### config.mk
export PLATFORM = sky130hd
export DESIGN_NAME = geofence_driver
export DESIGN_NICKNAME = d
export VERILOG_FILES = /design/src/rtl/geofence_pkg.sv /design/src/rtl/geofence_pt_buf.sv /design/src/rtl/geofence_driver.sv
export SDC_FILE = /design/constraint.sdc
export NUM_CORES = 1
export LEC_CHECK = 0
export CAP_MARGIN = 10
export CORE_ASPECT_RATIO = 1.2
export CORE_MARGIN = 2
export CORE_UTILIZATION = 53
export DETAILED_ROUTE_END_ITERATION = 10
export PLACE_DENSITY_LB_ADDON = 0.08
export SYNTH_ARGS = -nofsm -noshare
export SYNTH_HDL_FRONTEND = slang
export SYNTH_SLANG_ARGS = --single-unit
### constraint.sdc
create_clock -name clk -period 8.4 [get_ports clk]
set_input_delay 0.84 -clock clk [delete_from_list [all_inputs] [get_ports clk]]
set_output_delay 0.84 -clock clk [all_outputs]
set_load 0.01 [all_outputs]
### src/rtl/geofence_pkg.sv
// Shared geofence types: point constants, point struct and driver FSM states.
// Used by the geofence driver RTL and by geofence benches.
package geofence_pkg;

   localparam int COORD_W = 10;
   localparam int NPTS    = 7;

   typedef struct packed {
      logic [COORD_W-1:0] x;
      logic [COORD_W-1:0] y;
   } point_t;

   typedef enum logic [1:0] {
      ST_SEND = 2'd0,
      ST_WAIT = 2'd1,
      ST_HALT = 2'd2
   } drv_state_t;

endpackage

### src/rtl/geofence_pt_buf.sv
// NPTS-entry point staging buffer: sequential fill via wp, whole-buffer release,
// combinational read port addressed by the driver's send index.
module geofence_pt_buf
   import geofence_pkg::*;
#(
   parameter int  COORD_W = geofence_pkg::COORD_W,
   parameter int  NPTS    = geofence_pkg::NPTS,
   localparam int IW      = (NPTS > 1) ? $clog2(NPTS) : 1
) (
   input  logic               clk,
   input  logic               reset,
   input  logic               wr_i,
   input  logic [COORD_W-1:0] wr_x_i,
   input  logic [COORD_W-1:0] wr_y_i,
   input  logic               free_i,
   input  logic [IW-1:0]      rd_idx_i,
   output logic [COORD_W-1:0] rd_x_o,
   output logic [COORD_W-1:0] rd_y_o,
   output logic               full_o
);

   localparam logic [IW-1:0] WP_LAST = IW'(NPTS - 1);

   logic [COORD_W-1:0] buf_x_q [NPTS];
   logic [COORD_W-1:0] buf_y_q [NPTS];
   logic [IW-1:0]      wp_q;
   logic               full_q;

   always_ff @(posedge clk or posedge reset) begin
      if (reset) begin
         wp_q   <= '0;
         full_q <= 1'b0;
         for (int i = 0; i < NPTS; i++) begin
            buf_x_q[i] <= '0;
            buf_y_q[i] <= '0;
         end
      end else if (wr_i && !full_q) begin
         buf_x_q[wp_q] <= wr_x_i;
         buf_y_q[wp_q] <= wr_y_i;
         if (wp_q == WP_LAST) begin
            wp_q   <= '0;
            full_q <= 1'b1;
         end else begin
            wp_q <= wp_q + 1'b1;
         end
      end else if (free_i) begin
         full_q <= 1'b0;
      end
   end

   assign rd_x_o = (rd_idx_i <= WP_LAST) ? buf_x_q[rd_idx_i] : '0;
   assign rd_y_o = (rd_idx_i <= WP_LAST) ? buf_y_q[rd_idx_i] : '0;
   assign full_o = full_q;

endmodule

### src/rtl/geofence_driver.sv
// Point-stream transmitter for the geofence engine; optional watchdog/HALT is
// enabled by defining GEOFENCE_DRV_TIMEOUT_EN.
//
//  state   | meaning
//  --------+---------------------------------------------------------------
//  ST_SEND | drive point idx (real set or zero bubble set), idx 0..NPTS-1
//  ST_WAIT | wait for engine valid, capture result of a real set
//  ST_HALT | watchdog expired; outputs parked until reset (macro only)
module geofence_driver
   import geofence_pkg::*;
#(
   parameter int COORD_W = geofence_pkg::COORD_W,
   parameter int NPTS    = geofence_pkg::NPTS,
   parameter int TIMEOUT = 31
) (
   input  logic               clk,
   input  logic               reset,
   input  logic               in_valid,
   output logic               in_ready,
   input  logic [COORD_W-1:0] in_x,
   input  logic [COORD_W-1:0] in_y,
   output logic [COORD_W-1:0] gf_x,
   output logic [COORD_W-1:0] gf_y,
   input  logic               gf_valid,
   input  logic               gf_is_inside,
   output logic               res_valid,
   input  logic               res_ready,
   output logic               res_inside,
   output logic               err_timeout
);

   localparam int            IW       = (NPTS > 1) ? $clog2(NPTS) : 1;
   localparam logic [IW-1:0] IDX_LAST = IW'(NPTS - 1);

   drv_state_t         state_q;
   logic [IW-1:0]      idx_q;
   logic               real_q;
   logic               res_valid_q;
   logic               res_inside_q;
   logic               full;
   logic               launch;
   logic               set_real;
   logic               send_real;
   logic               wr_en;
   logic               free_en;
   logic [COORD_W-1:0] rd_x;
   logic [COORD_W-1:0] rd_y;

   // Launch is decided on the registered result slot, so a same-cycle
   // handshake still produces a bubble for this set.
   assign launch    = full & ~res_valid_q;
   assign set_real  = (idx_q == '0) ? launch : real_q;
   assign send_real = (state_q == ST_SEND) && set_real;
   assign free_en   = send_real && (idx_q == IDX_LAST);
   assign in_ready  = ~full && (state_q != ST_HALT);
   assign wr_en     = in_valid & in_ready;

   geofence_pt_buf #(
      .COORD_W (COORD_W),
      .NPTS    (NPTS)
   ) u_buf (
      .clk      (clk),
      .reset    (reset),
      .wr_i     (wr_en),
      .wr_x_i   (in_x),
      .wr_y_i   (in_y),
      .free_i   (free_en),
      .rd_idx_i (idx_q),
      .rd_x_o   (rd_x),
      .rd_y_o   (rd_y),
      .full_o   (full)
   );

   assign gf_x = send_real ? rd_x : '0;
   assign gf_y = send_real ? rd_y : '0;

`ifdef GEOFENCE_DRV_TIMEOUT_EN
   localparam int CW = $clog2(TIMEOUT + 1);
   logic [CW-1:0] wcnt_q;
   logic          err_q;
   assign err_timeout = err_q;
`else
   assign err_timeout = 1'b0;
`endif

   always_ff @(posedge clk or posedge reset) begin
      if (reset) begin
         state_q      <= ST_SEND;
         idx_q        <= '0;
         real_q       <= 1'b0;
         res_valid_q  <= 1'b0;
         res_inside_q <= 1'b0;
`ifdef GEOFENCE_DRV_TIMEOUT_EN
         wcnt_q       <= '0;
         err_q        <= 1'b0;
`endif
      end else begin
         if (res_valid_q && res_ready) begin
            res_valid_q <= 1'b0;
         end
         case (state_q)
            ST_SEND: begin
               if (idx_q == '0) begin
                  real_q <= launch;
               end
               if (idx_q == IDX_LAST) begin
                  idx_q   <= '0;
                  state_q <= ST_WAIT;
`ifdef GEOFENCE_DRV_TIMEOUT_EN
                  wcnt_q  <= '0;
`endif
               end else begin
                  idx_q <= idx_q + 1'b1;
               end
            end
            ST_WAIT: begin
               if (gf_valid) begin
                  state_q <= ST_SEND;
                  if (real_q) begin
                     res_valid_q  <= 1'b1;
                     res_inside_q <= gf_is_inside;
                  end
               end
`ifdef GEOFENCE_DRV_TIMEOUT_EN
               else if (wcnt_q == CW'(TIMEOUT - 1)) begin
                  err_q   <= 1'b1;
                  state_q <= ST_HALT;
               end else begin
                  wcnt_q <= wcnt_q + 1'b1;
               end
`endif
            end
`ifdef GEOFENCE_DRV_TIMEOUT_EN
            ST_HALT: state_q <= ST_HALT;
`endif
            default: state_q <= ST_SEND;
         endcase
      end
   end

   assign res_valid  = res_valid_q;
   assign res_inside = res_inside_q;

endmodule

After elaboration in Yosys (flattened, before gate mapping)
Cells that the tools add are included.

word-level totals
  bits in registers = 152
  output and inout port bits = 24
  logic and storage cells = 80

operators by class
  $add $sub $neg = 2
  magnitude comparators = 4
  eq/ne operators = 7
  muxes and demuxes = 27
  bitwise gates (word level) = 6
  reduce and logical (&&, ||, !) cells = 13

operator list
  cell                   count
  $bwmux W70             2
  $mux W10               9
  $bmux W10 S3           2
  $demux W10 S3          1
  $ge A4 B4 Y1 const B   2
  $mux W1                8
  $not A3 Y4             2
  $add A3 B1 Y3 const B  2
  $eq A3 B3 Y1 const B   2
  $logic_and A1 B1 Y1    6
  $mux W3                2
  $ne A2 B2 Y1 const B   3
  $lt A4 B1 Y1 const B   1
  $mux W2                2
  $pmux W2 S2            1
  $reduce_and A2 Y1      2
  $le A3 B3 Y1 const B   1
  $logic_not A3 Y1       1
  $reduce_and A3 Y1      1
  $and A1 B1 Y1          2
  $eq A2 B1 Y1 const B   1
  $logic_not A2 Y1       1
  $ne A2 B1 Y1 const B   1
  $not A1 Y1             2
  other kinds (2)        2

Depth between registers and ports, before layout
Gate-level depths: netlist of run 1.

  depth after elaboration = 7
  depth in mapped cells = 6
  gate-level depth less buffers = 4

Cells and area by module
From an unflattened synthesis of run 1, not the netlist that was laid out.

unflattened totals
  cells, all modules = 585
  area, all modules = 7583.5 um^2

modules (own cells, without submodules)
  module           times used  cells each  area each (um^2)  seq. area each (um^2)
  geofence_pt_buf  1           479         6618.8            3603.5
  geofence_driver  1           106         964.7             175.2

Worst setup path after synthesis of run 1
OpenSTA, ideal clock, no wires.

  path kind = flip-flop to output port
  start point = register idx_q[2]
  end point = output port gf_y[8]
  arrival = 1411 ps
  data required time = 7560 ps
  path slack = 6149 ps
  stages on the path, launching flop included = 6
  path through = dfrtp_1 > buf_2 > buf_4 > nor2_1 > a22oi_1 > and3_1

on the way
  longest elaborated chain between the ends = 6
  elaborated cells on any way between the ends = 10
  those cells by class = order compare (1); mux (6); bitwise (1); reduce/logical (2)

ends and longest elaborated chain
  item                                         line                    RTL
  from (decl)                                  geofence_driver.sv:36   logic [IW-1:0] idx_q;
  from (signal assigned)                       geofence_driver.sv:113  idx_q <= idx_q + 1'b1;
  $not A3 Y4 (implied by the code)             geofence_pt_buf.sv:52   assign rd_y_o = (rd_idx_i <= WP_LAST) ? buf_y_q[rd_idx_i] : '0;
  $bmux W10 S3                                 geofence_pt_buf.sv:52
  $mux W10 (implied by the code) (2 in a row)  geofence_pt_buf.sv:52
  $mux W10                                     geofence_pt_buf.sv:52
  $mux W10 *                                   geofence_driver.sv:75   assign gf_y = send_real ? rd_y : '0;
  to (decl)                                    geofence_driver.sv:23   output logic [COORD_W-1:0] gf_y,

Every way passes the cells marked *; elsewhere a longest branch is shown, timed or not. The select of a mux whose other input is x is not followed.

Worst setup path after layout of run 1
  start point = register idx_q[0]
  end point = output port gf_y[4]

Same word-level chain as after synthesis.

==> impl_metrics.json, run 1 <==
{
  "start_kind": "flop",
  "cts_setup_buffers": 0,
  "synth_top_family_by_area": "multiplexers",
  "coreArea_um2": 13100,
  "yosysSeqAreaShare_pct": 53.6,
  "numClockSinks": 151,
  "firstDrtPassIters": 4,
  "crit_path_end_kind": "output port",
  "numCtsBuffers": 17,
  "h-tree-depth": 4,
  "clk_pin_slew_ns": 0.06,
  "cp_max_fo": 30,
  "cp.buffers_inverters": 2,
  "final.min_clock_period_ns": 4.20,
  "synth_commonest_cells": "dfrtp_1 (151), mux2_2 (108), mux2i_1 (61), and3_1 (21)",
  "fin_area_um2": 8210,
  "synth_top_area_cell": "dfrtp_1",
  "slowest_stage": "nor2b_1",
  "p_int_mw": 2.27,
  "hpwlAfterDp_um": 8940,
  "worstPathArrival_ns": 3.36,
  "drt_iter0_drc": 254,
  "cts_tree": "done",
  "fin_crit_sh_pct": 50.0,
  "synth-simple-area-share_pct": 5.27,
  "cts-resized-gates": 0,
  "synth_ff_type": "dfrtp_1",
  "max_slew_margin_pct": 19.6,
  "crit_family": "simple AND/OR/NAND/NOR gates",
  "drive_gt1_share_pct": 30.4,
  "syn_area_um2": 7060,
  "ys_ff_latch": 151,
  "dpl_cell_area_um2": 7640,
  "io_buffer_count": 48,
  "ir_drop_mv": 0.183,
  "initial_utilization_pct": 53.8,
  "synth.avg_cell_area_um2": 13.6,
  "timing.final.setup_violations": 0,
  "synth_compound_area_share_pct": 5.69,
  "hold_ws_ns": 0.488,
  "rows": 46,
  "grt_pass1_vias": 4357,
  "criticalPathCategory": "reg2out",
  "slew_violations": 0,
  "total_power_mw": 3.38,
  "syn_nets": 545,
  "maxClockFrequency_ghz": 0.238,
  "grt_overflow_total": 0,
  "max_slew.worst_pin.slew_ns": 1.20,
  "cp_data_required_time_ns": 7.56,
  "regToRegSetupSlack_ns": 6.00,
  "syn_inst": 519,
  "cts_buffer_depth": 2,
  "grt_max_degree": 86,
  "chipHeight_um": 130,
  "finClkSkew_ns": 0.00742,
  "setup_tns_ns": 0,
  "grt_usage_pct": 22.5,
  "max_cap_viol_count": 0,
  "die_w_um": 109,
  "rsz0062_at_grt": "false",
  "grt_antenna_before_repair": 0,
  "synthMostInstantiatedCell": "dfrtp_1",
  "dieArea_um2": 14300,
  "ios": 50,
  "swShare_pct": 32.7,
  "place_ws_ns": 4.71,
  "yosysUniqueCellTypes": 36,
  "post_drt_via_cell_ratio": 5.77,
  "wl_per_cell_um": 20.1,
  "status": "complete, no violations",
  "muxShareOfSynthArea_pct": 32.5,
  "wl_um": 14900,
  "path_cells": "buf_4 -> nor2b_1 -> nand2_1 -> o211ai_1 -> and3_1 -> clkdlybuf4s50_1",
  "hold_class": "reg2reg",
  "powerDensity_nw_per_um2": 411,
  "grt_pass1_wl_um": 23800,
  "synth-adder-area-share_pct": 0,
  "synth_top_area_share_pct": 53.6,
  "clkLatencyLatePin_ns": 0.42,
  "switchingPower_mw": 1.10,
  "routabilityCongestion": 0.747,
  "drtAntennaViolNets": 0,
  "holdBufCountCts": 0,
  "yosysWarningCount": 0,
  "synth_edf_count": 0,
  "via_count": 4269,
  "pwr-share-clk_pct": 21.7,
  "leakagePower_nw": 3.69,
  "nets": 585,
  "yosys-top-cells-area": "dfrtp_1 (54%), mux2_2 (17%), mux2i_1 (8.7%), mux2_4 (4.3%), mux2_1 (2.4%)",
  "synth-async-reset-ratio_pct": 100,
  "drc": 0,
  "antenna_cells": 0,
  "area_delta_synth_final_pct": 16.4,
  "max_stage_delay_ns": 0.87,
  "root_buffer": "clkbuf_16",
  "hold_violations": 0,
  "pwr-share-seq_pct": 39.5,
  "pwr-share-comb_pct": 38.8,
  "timing.final.ws_setup_ns": 4.20,
  "synthXorXnorAreaFrac_pct": 0
}
sequential cells by signal (all words and copies together), names as in the netlist:
signal         count
u_buf.wp_q         3
state_q            1
real_q             1
u_buf.full_o       1
u_buf.buf_x_q     70
u_buf.buf_y_q     70
res_inside         1
idx_q              3
res_valid          1
final cells by class:
cell class              count  area (µm²)
inverters                   4        20.0
repair buffers             56         541
well taps                 168         210
flip-flops and latches    151        3780
multi-input cells         329        3090
clock buffers              23         468
fillers                  1028        4910
clock inverters             9         101
per-layer routing:
| metal | global-route usage, % | vias to the layer above | wire length (µm) |
|---|---|---|---|
| met5 | 0 | - | 0 |
| met4 | 6.70 | 0 | 206 |
| met3 | 4.17 | 15 | 417 |
| met2 | 36.8 | 58 | 7440 |
| met1 | 30.8 | 2211 | 6840 |
| li1 | - | 1985 | - |
cells by family after synthesis:
family | count (synthesis)
simple gates | 67
other cells | 1
buf+inv | 39
flops | 151
compound gates | 57
mux | 204
metrics by stage:
step	util [%]	std cells
after CTS	62.6	740
after global routing	62.6	740
after floorplan	-	519
after global placement	58.3	708
final	62.6	740
after detailed placement	58.3	708
worst paths after layout:
path | endpoint | depth (start not counted) | from
setup / recovery | gf_y[4] | 6 | idx_q[0]$_DFFE_PP0N_
hold / removal | u_buf.buf_y_q[36]$_DFFE_PP0P_ | 1 | u_buf.buf_y_q[36]$_DFFE_PP0P_
setup reg to reg | u_buf.full_o$_DFFE_PP0P_ | 4 | idx_q[0]$_DFFE_PP0N_
hold reg to reg | u_buf.buf_y_q[36]$_DFFE_PP0P_ | 1 | u_buf.buf_y_q[36]$_DFFE_PP0P_
max in group asynchronous | u_buf.buf_y_q[17]$_DFFE_PP0P_ | 3 | reset
min in group asynchronous | u_buf.buf_x_q[45]$_DFFE_PP0P_ | 2 | reset
power by group through the flow:
stage	registers, mW	logic (mW)	clock network, mW
floorplan	1.23	1.00	0
global placement	1.32	1.29	0
detailed placement	1.34	1.32	0
CTS	1.33	1.32	0.745
global route	1.38	1.43	0.782
finish	1.34	1.31	0.732
cell usage in the layout (no fill, tap or decap), drive strengths merged, types with 2 or more instances in the layout:
cell           instances
nand3                  2
nand2b                 3
o221ai                 6
a21oi                  4
buf                    8
a211oi                 2
a22oi                 20
nor4                   2
mux2                 143
o211ai                10
nand2                 20
nor2                   9
inv                    4
clkbuf                23
dfrtp                151
a21o                   4
nor2b                  4
mux2i                 61
and3                  21
bufinv                 2
clkinv                 6
clkdlybuf4s50         48
o21ai                  9
No activity file was read; power rests on OpenSTA's default activity.
==> inputs of run 2 (changes only) <==
==> constraint.sdc (replaced) <==
create_clock -name clk -period 3.7 [get_ports clk]
set_input_delay 0.37 -clock clk [delete_from_list [all_inputs] [get_ports clk]]
set_output_delay 0.37 -clock clk [all_outputs]
set_load 0.01 [all_outputs]
==> impl_metrics.json, run 2 (same netlist as run 1, synthesis figures left out) <==
{
  "status": "complete, no violations",
  "slowest_stage": "dfrtp_1",
  "crit_path_end_kind": "output port",
  "powerDensity_nw_per_um2": 933,
  "routabilityCongestion": 0.784,
  "cp_max_fo": 15,
  "fin_crit_sh_pct": 90.0,
  "drive_gt1_share_pct": 31.3,
  "setup_tns_ns": 0,
  "start_kind": "flop",
  "grt_max_degree": 48,
  "top_regs": "u_buf.buf_x_q x70, u_buf.buf_y_q x70",
  "final_common_cell": "dfrtp_1",
  "drtAntennaViolNets": 0,
  "reg2reg_to": "u_buf.buf_x_q[38]$_DFFE_PP0P_",
  "cts_tree": "done",
  "holdBufCountCts": 0,
  "hold_class": "in2async",
  "drc": 0,
  "worst_r2r_path_depth": 5,
  "antenna_cells": 0,
  "wl_um": 15600,
  "max_stage_delay_ns": 0.57,
  "die_w_um": 109,
  "regToRegSetupSlack_ns": 1.65,
  "cts_buffer_depth": 2,
  "clk_pin_slew_ns": 0.06,
  "fin_cells": 750,
  "wl_per_cell_um": 20.9,
  "layout_common_cells": "dfrtp_1 (149), mux2_2 (108), mux2i_1 (61)",
  "multiInputGateArea_um2": 3090,
  "rows": 46,
  "max_slew.worst_pin.slew_ns": 0.912,
  "grt_pass1_wl_um": 25400,
  "cts-resized-gates": 0,
  "maxClockFrequency_ghz": 0.300,
  "hold_violations": 0,
  "nets": 595,
  "crit_family": "buffers and inverters",
  "use_met3_pct": 5.41,
  "grt_pass1_vias": 4738,
  "max_slew_margin_pct": 39.1,
  "reg2reg_from": "u_buf.full_o$_DFFE_PP0P_",
  "root_buffer": "clkbuf_16",
  "chipHeight_um": 130,
  "leakagePower_nw": 3.74,
  "worstPathArrival_ns": 2.96,
  "use_met1_pct": 31.6,
  "grt_antenna_before_repair": 0,
  "timing.final.setup_violations": 0,
  "num-fill-cells": 1027,
  "post-route-util_pct": 63.3,
  "cp.buffers_inverters": 3,
  "grt.met2_usage_pct": 39.9,
  "firstDrtPassIters": 5,
  "initial_utilization_pct": 53.8,
  "post_drt_via_cell_ratio": 5.94,
  "io_buffer_count": 48,
  "cp_data_required_time_ns": 3.33,
  "via_count": 4452,
  "numCtsBuffers": 17,
  "cts_setup_buffers": 0,
  "area_delta_synth_final_pct": 17.6,
  "coreArea_um2": 13100,
  "ios": 50,
  "h-tree-depth": 4,
  "grt_overflow_total": 0,
  "gr-max-usage-layer": "met2",
  "numClockSinks": 151,
  "path_cells": "inv_1 -> o22ai_1 -> nor3_2 -> buf_4 -> and3_1 -> clkdlybuf4s50_1",
  "final.min_clock_period_ns": 3.33,
  "ir_drop_mv": 0.503,
  "grt_usage_pct": 24.0,
  "dp.cells": 718,
  "max_cap_viol_count": 0,
  "slew_violations": 0,
  "clkLatencyLatePin_ns": 0.41,
  "drt_iter0_drc": 242,
  "finClkSkew_ns": 0.00654,
  "hpwlAfterDp_um": 9700,
  "rsz0062_at_grt": "false",
  "dieArea_um2": 14300,
  "seqCellArea_um2": 3780,
  "criticalPathCategory": "reg2out"
}
==> run 2: worst max-delay path by stage <==
stage	from	to	slack [ns]	depth (start not counted)
floorplan	reset	idx_q[0]$_DFFE_PP0N_	1.43	1
global placement	idx_q[1]$_DFFE_PP0N_	gf_x[6]	0.84	6
detailed placement	idx_q[1]$_DFFE_PP0N_	gf_x[6]	0.81	6
CTS	idx_q[1]$_DFFE_PP0N_	gf_x[6]	0.34	6
global route	idx_q[1]$_DFFE_PP0N_	gf_x[6]	0.18	6
finish	idx_q[1]$_DFFE_PP0N_	gf_x[6]	0.37	6
==> run 2: final cells by class <==
| cell class | count | share of cell area, % |
|---|---|---|
| inverters | 4 | 0.226 |
| multi-input cells | 329 | 37.2 |
| repair buffers | 66 | 7.72 |
| clock inverters | 1 | 0.0603 |
| clock buffers | 31 | 6.72 |
| well taps | 168 | 2.53 |
| flip-flops and latches | 151 | 45.6 |
==> run 2: power by group <==
| group | internal [mW] | total, mW | switching [mW] |
|---|---|---|---|
| sequential | 2.47 | 3.00 | 0.528 |
| combinational | 1.74 | 3.11 | 1.37 |
| clock | 1.00 | 1.63 | 0.629 |
| total | 5.21 | 7.74 | 2.53 |
==> run 2: routing by layer <==
metal,part of all wire [%],up-vias
met1,44,2340
met3,4.8,15
met2,50,93
met5,0,-
met4,1.2,0
li1,-,2004
==> run 2: stage by stage <==
stage	instance area (µm²)	power [mW]	worst slack (ns)	hold WS, ns
after floorplan	7060	5.07	1.43	0.458
final	8300	7.74	0.369	0.485
after detailed placement	7740	6.14	0.814	0.475
after global routing	8300	8.24	0.178	0.516
after CTS	8300	7.80	0.341	0.487
after global placement	7740	6.02	0.838	0.467
==> run 2: worst register-to-register path: cells and delay by family, from the launching register on <==
kind | cells | cell delay (ns)
muxes | 1 | 0.39
buffers and inverters | 1 | 0.34
DFF | 1 | 0.43
and+or+nand+nor | 3 | 0.78
==> inputs of run 3 (changes only) <==
--- a/config.mk
+++ b/config.mk
@@ -9,8 +9,9 @@
 export CORE_ASPECT_RATIO = 1.2
 export CORE_MARGIN = 2
 export CORE_UTILIZATION = 53
+export CTS_CLUSTER_SIZE = 8
 export DETAILED_ROUTE_END_ITERATION = 10
-export PLACE_DENSITY_LB_ADDON = 0.08
+export PLACE_DENSITY = 0.85
 export SYNTH_ARGS = -nofsm -noshare
 export SYNTH_HDL_FRONTEND = slang
 export SYNTH_SLANG_ARGS = --single-unit
==> impl_metrics.json, run 3 (same netlist as run 1, synthesis figures left out) <==
{
  "status": "complete, no violations",
  "criticalPathCategory": "reg2out",
  "drc": 0,
  "hold_class": "in2async",
  "antenna_cells": 0,
  "nets": 593,
  "h-tree-depth": 4,
  "via_count": 4462,
  "place_ws_ns": 0.758,
  "hold_violations": 0,
  "die_w_um": 109,
  "fin_crit_sh_pct": 91.6,
  "path_cells": "buf_4 -> nor2b_1 -> buf_4 -> nand2_1 -> o211ai_1 -> and3_1 -> clkdlybuf4s50_1",
  "wl_per_cell_um": 21.1,
  "wl_met2_um": 8350,
  "holdBufCountCts": 0,
  "critical-path-top-cell-by-count": "buf_4",
  "cts_buffer_depth": 2,
  "max_stage_delay_ns": 0.65,
  "wl_met1_um": 6400,
  "io_buffer_count": 48,
  "dieArea_um2": 14300,
  "hpwlAfterDp_um": 9920,
  "setup_tns_ns": 0,
  "timing.final.ws_setup_ns": 0.312,
  "rsz0062_at_grt": "false",
  "chipHeight_um": 130,
  "cts_tree": "done",
  "ir_drop_mv": 0.458,
  "wl_met3_um": 697,
  "wl_um": 15700,
  "numClockSinks": 151,
  "final_common_cell": "dfrtp_1",
  "root_buffer": "clkbuf_16",
  "grt_overflow_total": 0,
  "initial_utilization_pct": 53.8,
  "crit_path_end_kind": "output port",
  "finClkSkew_ns": 0.00630,
  "dr.max_layer_used": "met4",
  "grt_antenna_before_repair": 0,
  "max_slew.worst_pin.slew_ns": 1.10,
  "grt_max_degree": 82,
  "post-route-util_pct": 63.7,
  "cp.buffers_inverters": 3,
  "hold_ws_ns": 0.340,
  "clk_pin_slew_ns": 0.06,
  "max_slew_margin_pct": 26.5,
  "area_delta_synth_final_pct": 18.6,
  "grt_usage_pct": 23.8,
  "rows": 46,
  "grt_pass1_wl_um": 25800,
  "worst_r2r_path_depth": 5,
  "dpl_cell_area_um2": 7720,
  "slowest_stage": "dfrtp_1",
  "grt_pass1_vias": 4977,
  "reg2reg_to": "u_buf.buf_y_q[8]$_DFFE_PP0P_",
  "max_cap_viol_count": 0,
  "regToRegSetupSlack_ns": 1.34,
  "maxClockFrequency_ghz": 0.295,
  "layout_common_cells": "dfrtp_1 (149), mux2_2 (108), mux2i_1 (61)",
  "timing.final.setup_violations": 0,
  "final.min_clock_period_ns": 3.39,
  "cts_setup_buffers": 0,
  "routabilityCongestion": 0.748,
  "drtAntennaViolNets": 0,
  "post_drt_via_cell_ratio": 5.98,
  "clkLatencyLatePin_ns": 0.42,
  "firstDrtPassIters": 5,
  "worstPathArrival_ns": 3.02,
  "drive_gt1_share_pct": 31.7,
  "powerDensity_nw_per_um2": 961,
  "cp_max_fo": 15,
  "reg2reg_from": "u_buf.full_o$_DFFE_PP0P_",
  "start_kind": "flop",
  "coreArea_um2": 13100,
  "crit_family": "buffers and inverters",
  "fin_area_um2": 8370,
  "numCtsBuffers": 17,
  "ios": 50,
  "cts-resized-gates": 0,
  "slew_violations": 0,
  "top_regs": "u_buf.buf_x_q x70, u_buf.buf_y_q x70",
  "cp_data_required_time_ns": 3.33,
  "leakagePower_nw": 3.77,
  "drt_iter0_drc": 230
}
run 3: stage by stage:
stage / power (mW) / cells
after global routing: 8.46 / 746
after global placement: 5.90 / 716
after detailed placement: 6.12 / 716
after floorplan: 5.07 / 519
after CTS: 8.05 / 746
final: 8.04 / 746
run 3: per-layer routing:
metal	vias to the layer above	GRT usage, %
met5	-	0
met4	0	9.01
met3	19	5.01
met2	115	40.3
met1	2333	30.2
li1	1995	-
run 3: worst register-to-register path, stage by stage, from the launching register on:
cell and delay (ns):
dfrtp_1 0.43, and2b_1 0.28, nand2_1 0.13, nor3b_4 0.71
buf_4 0.33, mux2_2 0.36
run 3: worst max path at each step:
stage | start | to | slack, ns | depth (start not counted)
after global routing | idx_q[1]$_DFFE_PP0N_ | gf_x[5] | 0.13 | 7
after floorplan | reset | idx_q[0]$_DFFE_PP0N_ | 1.43 | 1
after global placement | idx_q[1]$_DFFE_PP0N_ | gf_y[5] | 0.82 | 7
after CTS | idx_q[1]$_DFFE_PP0N_ | gf_x[5] | 0.30 | 7
after detailed placement | idx_q[1]$_DFFE_PP0N_ | gf_x[5] | 0.76 | 7
final | idx_q[1]$_DFFE_PP0N_ | gf_x[5] | 0.31 | 7
run 3: cell type report:
type,instances,area (µm²)
clock buffer,21,470
timing repair buffer,64,626
sequential,151,3780
multi-input combinational,329,3090
fill,914,4760
inverter,4,18.8
tap,168,210
clock inverter,9,173
run 3: where the power goes:
part / leakage [nW] / internal (mW) / switching [mW]
registers: 1.85 / 2.47 / 0.516
clock network: 0.315 / 1.24 / 0.653
logic: 1.61 / 1.72 / 1.44
total: 3.77 / 5.43 / 2.61
